<file path="src/rtl/shift_seq_ctrl.sv">
`default_nettype none
// ============================================================================
// Module   : shift_seq_ctrl
// Purpose  : Arbitrates two requesters onto one shared combinational 16-bit
//            Shifter (mode 0 = SLL, mode 1 = SRA) and sequences the passes.
//            A rotate-right is built from three Shifter passes, so the
//            datapath never needs a dedicated rotator.
// Revision : 1.0 - initial release
// ----------------------------------------------------------------------------
// Optional feature macro: SHIFT_SEQ_ROR_EN
//   defined   : opcode 2'b10 performs ROR (three passes)
//   undefined : opcode 2'b10 is illegal, same as 2'b11; the ROR passes and
//               their LO/HI holding registers are not built
// ----------------------------------------------------------------------------
// Parameters:
//   FIXED_PRIO : 1 = requester 0 always wins when both are valid
//                0 = round-robin (the requester not granted last wins)
// Ports:
//   clk        in   1   system clock, rising edge
//   rst        in   1   asynchronous active-high reset
//   req_valid  in   2   per-requester request valid (bit i = requester i)
//   req_op0/1  in   2   opcode: 00 SLL, 01 SRA, 10 ROR, 11 illegal
//   req_data0/1 in 16   operand
//   req_amt0/1 in   4   shift amount
//   req_ready  out  2   per-requester accept (one-hot or zero, IDLE only)
//   sh_in      out 16   to Shifter Shift_In
//   sh_val     out  4   to Shifter Shift_Val
//   sh_mode    out  1   to Shifter Mode
//   sh_out     in  16   from Shifter Shift_Out
//   res_valid  out  1   one-cycle result strobe
//   res_data   out 16   result, qualified by res_valid
//   res_id     out  1   requester that issued the result
//   res_err    out  1   illegal-opcode flag, qualified by res_valid
//   busy       out  1   high whenever the sequencer is not IDLE
// ============================================================================
module shift_seq_ctrl #(
  parameter int FIXED_PRIO = 0
) (
  input  logic        clk,
  input  logic        rst,
  input  logic [1:0]  req_valid,
  input  logic [1:0]  req_op0,
  input  logic [1:0]  req_op1,
  input  logic [15:0] req_data0,
  input  logic [15:0] req_data1,
  input  logic [3:0]  req_amt0,
  input  logic [3:0]  req_amt1,
  output logic [1:0]  req_ready,
  output logic [15:0] sh_in,
  output logic [3:0]  sh_val,
  output logic        sh_mode,
  input  logic [15:0] sh_out,
  output logic        res_valid,
  output logic [15:0] res_data,
  output logic        res_id,
  output logic        res_err,
  output logic        busy
);

  typedef enum logic [2:0] {
    S_IDLE = 3'd0,
    S_P1   = 3'd1,
    S_P2   = 3'd2,
    S_P3   = 3'd3,
    S_DONE = 3'd4
  } state_t;

  state_t      state_q, state_d;

  // Latched transaction
  logic        mode_q;      // Shifter mode for single-pass ops (op[0])
  logic [15:0] data_q;
  logic [3:0]  amt_q;
  logic        id_q;
  logic        err_q;
  logic [15:0] res_q;
  logic        last_q;      // requester granted on the most recent accept

`ifdef SHIFT_SEQ_ROR_EN
  logic        ror_q;
  logic [15:0] lo_q;        // D << (16-n)
  logic [15:0] hi_q;        // D >>> n (arithmetic; sign fill masked later)
  logic [3:0]  neg_amt;     // (-n) mod 16
`endif

  // Arbitration / selected request
  logic        grant_id;
  logic        any_valid;
  logic [1:0]  sel_op;
  logic [15:0] sel_data;
  logic [3:0]  sel_amt;
  logic        sel_illegal;

  // --------------------------------------------------------------------------
  // Arbiter: pure function of valids and the last-granted pointer
  // --------------------------------------------------------------------------
  always_comb begin
    any_valid = |req_valid;
    grant_id  = 1'b0;
    if (req_valid == 2'b10) begin
      grant_id = 1'b1;
    end else if (req_valid == 2'b11) begin
      grant_id = (FIXED_PRIO != 0) ? 1'b0 : ~last_q;
    end
  end

  assign sel_op   = grant_id ? req_op1   : req_op0;
  assign sel_data = grant_id ? req_data1 : req_data0;
  assign sel_amt  = grant_id ? req_amt1  : req_amt0;

`ifdef SHIFT_SEQ_ROR_EN
  assign sel_illegal = (sel_op == 2'b11);
  assign neg_amt     = 4'd0 - amt_q;
`else
  // Without the rotate feature, any op with bit 1 set is unsupported
  assign sel_illegal = sel_op[1];
`endif

  // --------------------------------------------------------------------------
  // FSM state register
  // --------------------------------------------------------------------------
  always_ff @(posedge clk or posedge rst) begin
    if (rst) begin
      state_q <= S_IDLE;
    end else begin
      state_q <= state_d;
    end
  end

  // --------------------------------------------------------------------------
  // FSM next state and Shifter drive
  // --------------------------------------------------------------------------
  always_comb begin
    state_d   = state_q;
    req_ready = 2'b00;
    sh_in     = 16'h0000;
    sh_val    = 4'd0;
    sh_mode   = 1'b0;

    case (state_q)
      S_IDLE: begin
        if (any_valid) begin
          req_ready = grant_id ? 2'b10 : 2'b01;
          state_d   = sel_illegal ? S_DONE : S_P1;
        end
      end

      S_P1: begin
        sh_in = data_q;
`ifdef SHIFT_SEQ_ROR_EN
        if (ror_q) begin
          // LO = D << (16-n); n=0 yields shift by 0, i.e. LO = D
          sh_val  = neg_amt;
          sh_mode = 1'b0;
          state_d = S_P2;
        end else begin
          sh_val  = amt_q;
          sh_mode = mode_q;
          state_d = S_DONE;
        end
`else
        sh_val  = amt_q;
        sh_mode = mode_q;
        state_d = S_DONE;
`endif
      end

`ifdef SHIFT_SEQ_ROR_EN
      S_P2: begin
        // HI = D >>> n; top n bits carry sign copies, cleared in P3
        sh_in   = data_q;
        sh_val  = amt_q;
        sh_mode = 1'b1;
        state_d = S_P3;
      end

      S_P3: begin
        // Mask M = FFFF << (16-n): ones exactly where HI has sign fill
        sh_in   = 16'hFFFF;
        sh_val  = neg_amt;
        sh_mode = 1'b0;
        state_d = S_DONE;
      end
`endif

      S_DONE: begin
        state_d = S_IDLE;
      end

      default: begin
        state_d = S_IDLE;
      end
    endcase
  end

  // --------------------------------------------------------------------------
  // Transaction latch and result capture
  // --------------------------------------------------------------------------
  always_ff @(posedge clk or posedge rst) begin
    if (rst) begin
      mode_q <= 1'b0;
      data_q <= 16'h0000;
      amt_q  <= 4'd0;
      id_q   <= 1'b0;
      err_q  <= 1'b0;
      res_q  <= 16'h0000;
      last_q <= 1'b1;   // so requester 0 wins the first tie
`ifdef SHIFT_SEQ_ROR_EN
      ror_q  <= 1'b0;
      lo_q   <= 16'h0000;
      hi_q   <= 16'h0000;
`endif
    end else begin
      case (state_q)
        S_IDLE: begin
          if (any_valid) begin
            mode_q <= sel_op[0];
            data_q <= sel_data;
            amt_q  <= sel_amt;
            id_q   <= grant_id;
            last_q <= grant_id;
            err_q  <= sel_illegal;
            // Illegal ops skip the passes and report zero
            res_q  <= 16'h0000;
`ifdef SHIFT_SEQ_ROR_EN
            ror_q  <= (sel_op == 2'b10);
`endif
          end
        end

        S_P1: begin
`ifdef SHIFT_SEQ_ROR_EN
          if (ror_q) begin
            lo_q <= sh_out;
          end else begin
            res_q <= sh_out;
          end
`else
          res_q <= sh_out;
`endif
        end

`ifdef SHIFT_SEQ_ROR_EN
        S_P2: begin
          hi_q <= sh_out;
        end

        S_P3: begin
          res_q <= (hi_q & ~sh_out) | lo_q;
        end
`endif

        default: begin
        end
      endcase
    end
  end

  // --------------------------------------------------------------------------
  // Result outputs: decoded from state so reset clears them immediately
  // --------------------------------------------------------------------------
  assign res_valid = (state_q == S_DONE);
  assign res_data  = res_valid ? res_q : 16'h0000;
  assign res_id    = res_valid & id_q;
  assign res_err   = res_valid & err_q;
  assign busy      = (state_q != S_IDLE);

endmodule

`default_nettype wire
</file>
<file path="config.mk">
export PLATFORM = sky130hd
export DESIGN_NAME = shift_seq_ctrl
export DESIGN_NICKNAME = d
export VERILOG_FILES = /design/src/rtl/shift_seq_ctrl.sv
export SDC_FILE = /design/constraint.sdc
export NUM_CORES = 1
export LEC_CHECK = 0
export CORE_MARGIN = 4
export CORE_UTILIZATION = 44
export DETAILED_ROUTE_END_ITERATION = 6
export PLACE_DENSITY = 0.86
export SLEW_MARGIN = 25
export SYNTH_ARGS = -nofsm -noshare
export SYNTH_HDL_FRONTEND = slang
export SYNTH_SLANG_ARGS = --single-unit
export TNS_END_PERCENT = 10
</file>
<file path="constraint.sdc">
create_clock -name clk -period 2.4 [get_ports clk]
set_input_delay 0.6 -clock clk [delete_from_list [all_inputs] [get_ports clk]]
set_output_delay 0.6 -clock clk [all_outputs]
set_load 0.05 [all_outputs]
</file>
==> results of run 1 <==
-- registers in the layout, summed over array words and instances, names as in the netlist --
signal,count
amt_q,4
data_q,16
err_q,1
id_q,1
last_q,1
mode_q,1
res_q,16
state_q,2
-- power by group through the flow --
stage | sequential [mW] | clock, mW | combinational [mW]
2_1_floorplan | 1.13 | 0 | 1.43
6_report | 1.19 | 0.686 | 2.34
3_5_place_dp | 1.19 | 0 | 2.35
4_1_cts | 1.18 | 0.697 | 2.37
5_1_grt | 1.23 | 0.726 | 2.48
3_3_place_gp | 1.16 | 0 | 2.29
-- layer usage --
metal	part of all wire [%]	vias up	global-route usage, %
li1	-	971	-
met1	37	992	23.92
met2	54	90	41.92
met3	7.1	9	5.329
met4	1.7	0	8.763
met5	0	-	0
-- worst paths after layout --
check	from	to	slack, ns	cells past startpoint
max	req_valid[1]	req_ready[1]	0.02	4
min	res_q[10]	res_q[10]	0.50	1
max reg2reg	state_q[0]	data_q[14]	0.74	4
min reg2reg	res_q[10]	res_q[10]	0.50	1
max in group asynchronous	rst	res_q[9]	1.30	3
min in group asynchronous	rst	data_q[4]	0.58	2
-- logic make-up after synthesis --
logic type,count (synthesis),share of synthesized area [%]
AND/OR/NAND/NOR,92,20.80
buffers and inverters,20,5.959
AO/OA/AOI/OAI,68,25.97
flip-flops,42,47.27
-- synth_stat cells, types with 2 or more instances --
master	n	area (um2)
nand2_1	45	168.9
dfrtp_1	41	1026
and2_1	39	244.0
a21oi_1	25	125.1
a31oi_2	20	250.2
a22o_1	16	140.1
clkbuf_1	8	30.03
buf_2	5	25.02
a31oi_1	3	18.77
buf_12	2	40.04
buf_6	2	22.52
inv_1	2	7.510
-- layout make-up --
| cell class | count | share of cell area [%] |
|---|---|---|
| clock buffers | 6 | 2.113 |
| clock inverters | 2 | 1.536 |
| inverters | 2 | 0.1921 |
| multi-input cells | 160 | 27.08 |
| flip-flops and latches | 42 | 26.92 |
| well taps | 67 | 2.145 |
| repair buffers | 117 | 40.01 |
-- per-stage QoR --
step | hold WS, ns | utilization (%) | worst slack, ns
final | 0.5029 | 81.14 | 0.02133
after detailed placement | 0.4639 | 77.95 | -0.01372
after floorplan | 0.4414 | - | 0.1955
after global placement | 0.4570 | 77.95 | 0.04468
after global routing | 0.5206 | 81.14 | -0.01828
after CTS | 0.4827 | 81.09 | 0.03623
==> impl_results.md, run 1 <==
- Status: completed
- MaxCap Viol Count: 0
- WL final: 6698 um
- Sequential Power Share: 28.1%
- Sw Ratio: 40.17%
- Initial antenna violation count: 0
- N_diodes: 0
- Vias in the first global route: 2119
- Vias: 2062
- Pre-antenna DRT Iters: 4
- Crit path buf inv count: 2
- Antenna Nets Post-Route: 0
- Critical path's largest stage delay: 0.52 ns
- DRT iter0 DRCs: 114
- Critical Path AT: 1.78 ns
- Synth Instances: 222
- HP Class: flip-flop to flip-flop
- Rel. slew slack: 69.72%
- Ratio of cells with drive above 1 in the final layout: 27.66%
- Fin Clk Skew: 0.007901 ns
- Post-synth EDFFs: 0
- I/O Buffers: 106
- Tightest Pin Transition: 0.4531 ns
- Fill cells: 287
- Post-CTS sizing: 2
- Final min period: 2.379 ns
- DR DRC count: 0
- Largest net degree at the start of global routing: 25
- Internal power: 2.524 mW
- Comb power frac: 55.6%
- Commonest non-fill, non-tap cells in the layout: clkdlybuf4s50_1, nand2_1, buf_12
- Seq/Total Area, Yosys: 47.27%
- F_max: 0.4204 GHz
- Synth warnings: 0
- First-pass GRT wire length: 10710 um
- Crit path required time: 1.80 ns
- Netlist cell types: 26
- Most common cell after layout, fill and taps aside: clkdlybuf4s50_1
- Pwr/cell area: 1079 mW/mm2
- Placed cell area: 0.003755 mm2
- CTS Buffer Depth: 2
- RD Place Congestion: 0.8123
- Vias per cell: 5.207
- Skew-Pair Late Insertion Delay: 0.29 ns
- Non-filler cells in the finished layout: 396
- Yosys reg bits: 42
- Die area: 0.006261 mm2
- Hold_buf cts: 0
- Inst Count DP: 388
- Initial Util: 46.21%
- Switching power of the nets: 1.694 mW
- Storage cell area: 0.001052 mm2
- Clk pwr share: 16.3%
- Design Area, Final: 0.003909 mm2
- Footprint of the multi-input gates: 0.001059 mm2
- Rows: 25
- PnR Total Power: 4.218 mW
- Crit path max fanout: 4
- Final #Nets: 392
- Final setup violating endpoints: 0
- Total Routing Usage GR: 22.36%
- Most used DFF post-synth: dfrtp_1
- Post-route setup TNS: 0 ns
- Slowest cell on crit path: clkdlybuf4s50_1
- Post-CTS setup repair buffer count: 0
- Avg WL per Cell: 16.91 um
- CP top delay family: buffers and inverters
- Num Clock Sinks: 42
- CTS clk-pin slew, worst paths: 0.08 ns
- Avg Inst Size Synth: 10.03 um2
- Critical path capture point type: output port
- Slew Limit Fails: 0
- Fin crit share: 99.11%
- Ordered list of cells on the worst path: clkdlybuf4s50_1, a21bo_2, nor3_4, buf_12
- Synthesized area: 0.002226 mm2
- Synth async-reset ratio: 100.0%
- H-tree depth: 2
- Detail Placement HPWL: 5124 um
- Grt ovf: 0
- Hold Vio Cnt, Final: 0
- RSZ-0062 raised after global routing: yes
- CTS tree: yes
- DIE WIDTH: 79.13 um
- Mapped Nets: 286
- Type of origin of the critical path: input pin
- CTS root buf: clkbuf_8
- Die height: 79.13 um
- Ports: 107
- Leak: 1.655 nW
- Num CTS Buffers: 5
- Area grow syn2layout: 75.60%
- WS Path Type: input pin to output port
- Worst vdd ir: 0.6932 mV
- Core area: 0.004817 mm2
No activity file was read; power rests on OpenSTA's default activity.
==> run 2: changes to the inputs <==
CORE_UTILIZATION = 37   (was 44)
PLACE_DENSITY = 0.77   (was 0.86)
clock period = 2.1 ns   (was 2.4 ns; I/O delays follow)
==> run 2 against run 1 <==
Compared with the run above:
- final cell count grew 2.5%
- power up 12%
- highest routed layer unchanged
- critical path type is now flip-flop to output port
- clock skew is 0.0012 ns lower
- worst setup slack better by 0.024 ns
- wire length shrank 4.0%
- sequential cell count did not move
- core utilization shrank 11 points
==> impl_results.md, run 2 (same netlist as run 1, synthesis figures left out) <==
- Status: completed
- Crit path max fanout: 20
- Num CTS Buffers: 5
- Initial antenna violation count: 0
- Type of origin of the critical path: flip-flop
- Num Clock Sinks: 42
- Storage cell area: 0.001055 mm2
- Pre-antenna DRT Iters: 4
- Final setup violating endpoints: 0
- Crit path required time: 1.57 ns
- Ratio of cells with drive above 1 in the final layout: 30.54%
- CTS tree: yes
- Fill cells: 433
- Footprint of the multi-input gates: 0.001076 mm2
- Inst Count DP: 398
- Fin crit share: 97.84%
- N_diodes: 0
- I/O Buffers: 106
- H-tree depth: 2
- MaxCap Viol Count: 0
- Tightest Pin Transition: 0.3509 ns
- Critical path's largest stage delay: 0.45 ns
- Antenna Nets Post-Route: 0
- Hold Vio Cnt, Final: 0
- Fin Clk Skew: 0.006704 ns
- Slew Limit Fails: 0
- Commonest non-fill, non-tap cells in the layout: clkdlybuf4s50_1, buf_12, nand2_1
- WL met1: 2511 um
- WL final: 6432 um
- Place WS: -0.1115 ns
- DIE WIDTH: 85.56 um
- Ports: 107
- RD Place Congestion: 0.8225
- HP Class: flip-flop to flip-flop
- CTS clk-pin slew, worst paths: 0.08 ns
- Rel. slew slack: 76.57%
- F_max: 0.4867 GHz
- Critical Path AT: 1.53 ns
- Detail Placement HPWL: 4821 um
- Slowest cell on crit path: dfrtp_2
- Met2 routed WL: 3308 um
- DRT iter0 DRCs: 61
- Leak: 1.682 nW
- Die area: 0.007321 mm2
- Vias per cell: 5.047
- Grt ovf: 0
- Post-route setup TNS: 0 ns
- Skew-Pair Late Insertion Delay: 0.29 ns
- WS Path Type: flip-flop to output port
- Area grow syn2layout: 79.43%
- Worst Setup Slack, final: 0.04535 ns
- Die height: 85.56 um
- Top Metal Used: met4
- Initial Util: 39.22%
- Total Routing Usage GR: 17.86%
- Final min period: 2.055 ns
- RSZ-0062 raised after global routing: yes
- CTS Buffer Depth: 2
- Regs by FF count: data_q x16, res_q x16, amt_q x4
- Rows: 27
- Met3 routed WL: 514 um
- Vias: 2049
- Largest net degree at the start of global routing: 29
- Critical path capture point type: output port
- Vias in the first global route: 2063
- Final #Nets: 397
- DR DRC count: 0
- Worst vdd ir: 0.6524 mV
- Pwr/cell area: 1187 mW/mm2
- First-pass GRT wire length: 10360 um
- Ordered list of cells on the worst path: and2b_2, buf_8, and2_1, buf_12
- Most common cell after layout, fill and taps aside: clkdlybuf4s50_1
- CTS root buf: clkbuf_8
- Core area: 0.005675 mm2
- Non-filler cells in the finished layout: 406
- Avg WL per Cell: 15.84 um
-- run 2: changes by cell type in the layout (fill, tap and decap cells not counted), sizes merged --
cell / before / now
buf: 54 / 59
bufinv: 2 / 0
dlygate4sd2: 0 / 2
clkbuf: 6 / 7
clkdlybuf4s50: 62 / 61
clkinv: 0 / 1
dlymetal6s2s: 1 / 0
-- run 2: final timing paths --
| path | startpoint | end | slack [ns] | depth (start not counted) |
|---|---|---|---|---|
| hold reg to reg | res_q[0] | res_q[0] | 0.50 | 1 |
| max in group asynchronous | rst | last_q | 1.03 | 3 |
| setup / recovery | state_q[2] | sh_val[3] | 0.05 | 4 |
| setup reg to reg | state_q[2] | data_q[9] | 0.45 | 6 |
| min in group asynchronous | rst | data_q[1] | 0.53 | 2 |
| hold / removal | res_q[0] | res_q[0] | 0.50 | 1 |
-- run 2: final cells by class --
class / count / area share, %
Multi-Input combinational cell: 160 / 26.94
Clock buffer: 7 / 2.162
Inverter: 2 / 0.1880
Sequential cell: 42 / 26.41
Clock inverter: 1 / 0.1253
Timing Repair Buffer: 122 / 41.92
Tap cell: 72 / 2.256
-- run 2: timing repair --
item	CTS	global route
resized for setup	4	12
endpoints found under the setup margin	3	32
hold buffers	0	0
setup buffers	0	0
pin swaps	1	0
-- run 2: layer usage --
metal	vias to the layer above	GRT usage (%)
met5	-	0
met2	82	31.14
met1	976	21.26
met3	8	4.707
li1	983	-
met4	0	6.043
-- run 2: power by group --
| group | internal (mW) | switching, mW | leakage, nW |
|---|---|---|---|
| clock | 0.266 | 0.273 | 0.0482 |
| combinational | 1.38 | 1.48 | 1.13 |
| sequential | 1.16 | 0.187 | 0.507 |
| total | 2.80 | 1.94 | 1.68 |
-- run 2: through the flow --
stage	util (%)	hold slack (ns)	power [mW]	instance area, um2
floorplan	-	0.4414	2.921	2231
global placement	68.03	0.4586	4.104	3861
detailed placement	68.03	0.4799	4.174	3861
CTS	69.82	0.4977	4.725	3963
global route	70.37	0.5161	4.994	3994
finish	70.37	0.4978	4.740	3994
-- run 2: worst max-delay path: cells and delay by family, from the launching register on --
kind	cells	cell delay, ns
flops	1	0.45
simple gates	2	0.46
buf+inv	2	0.31
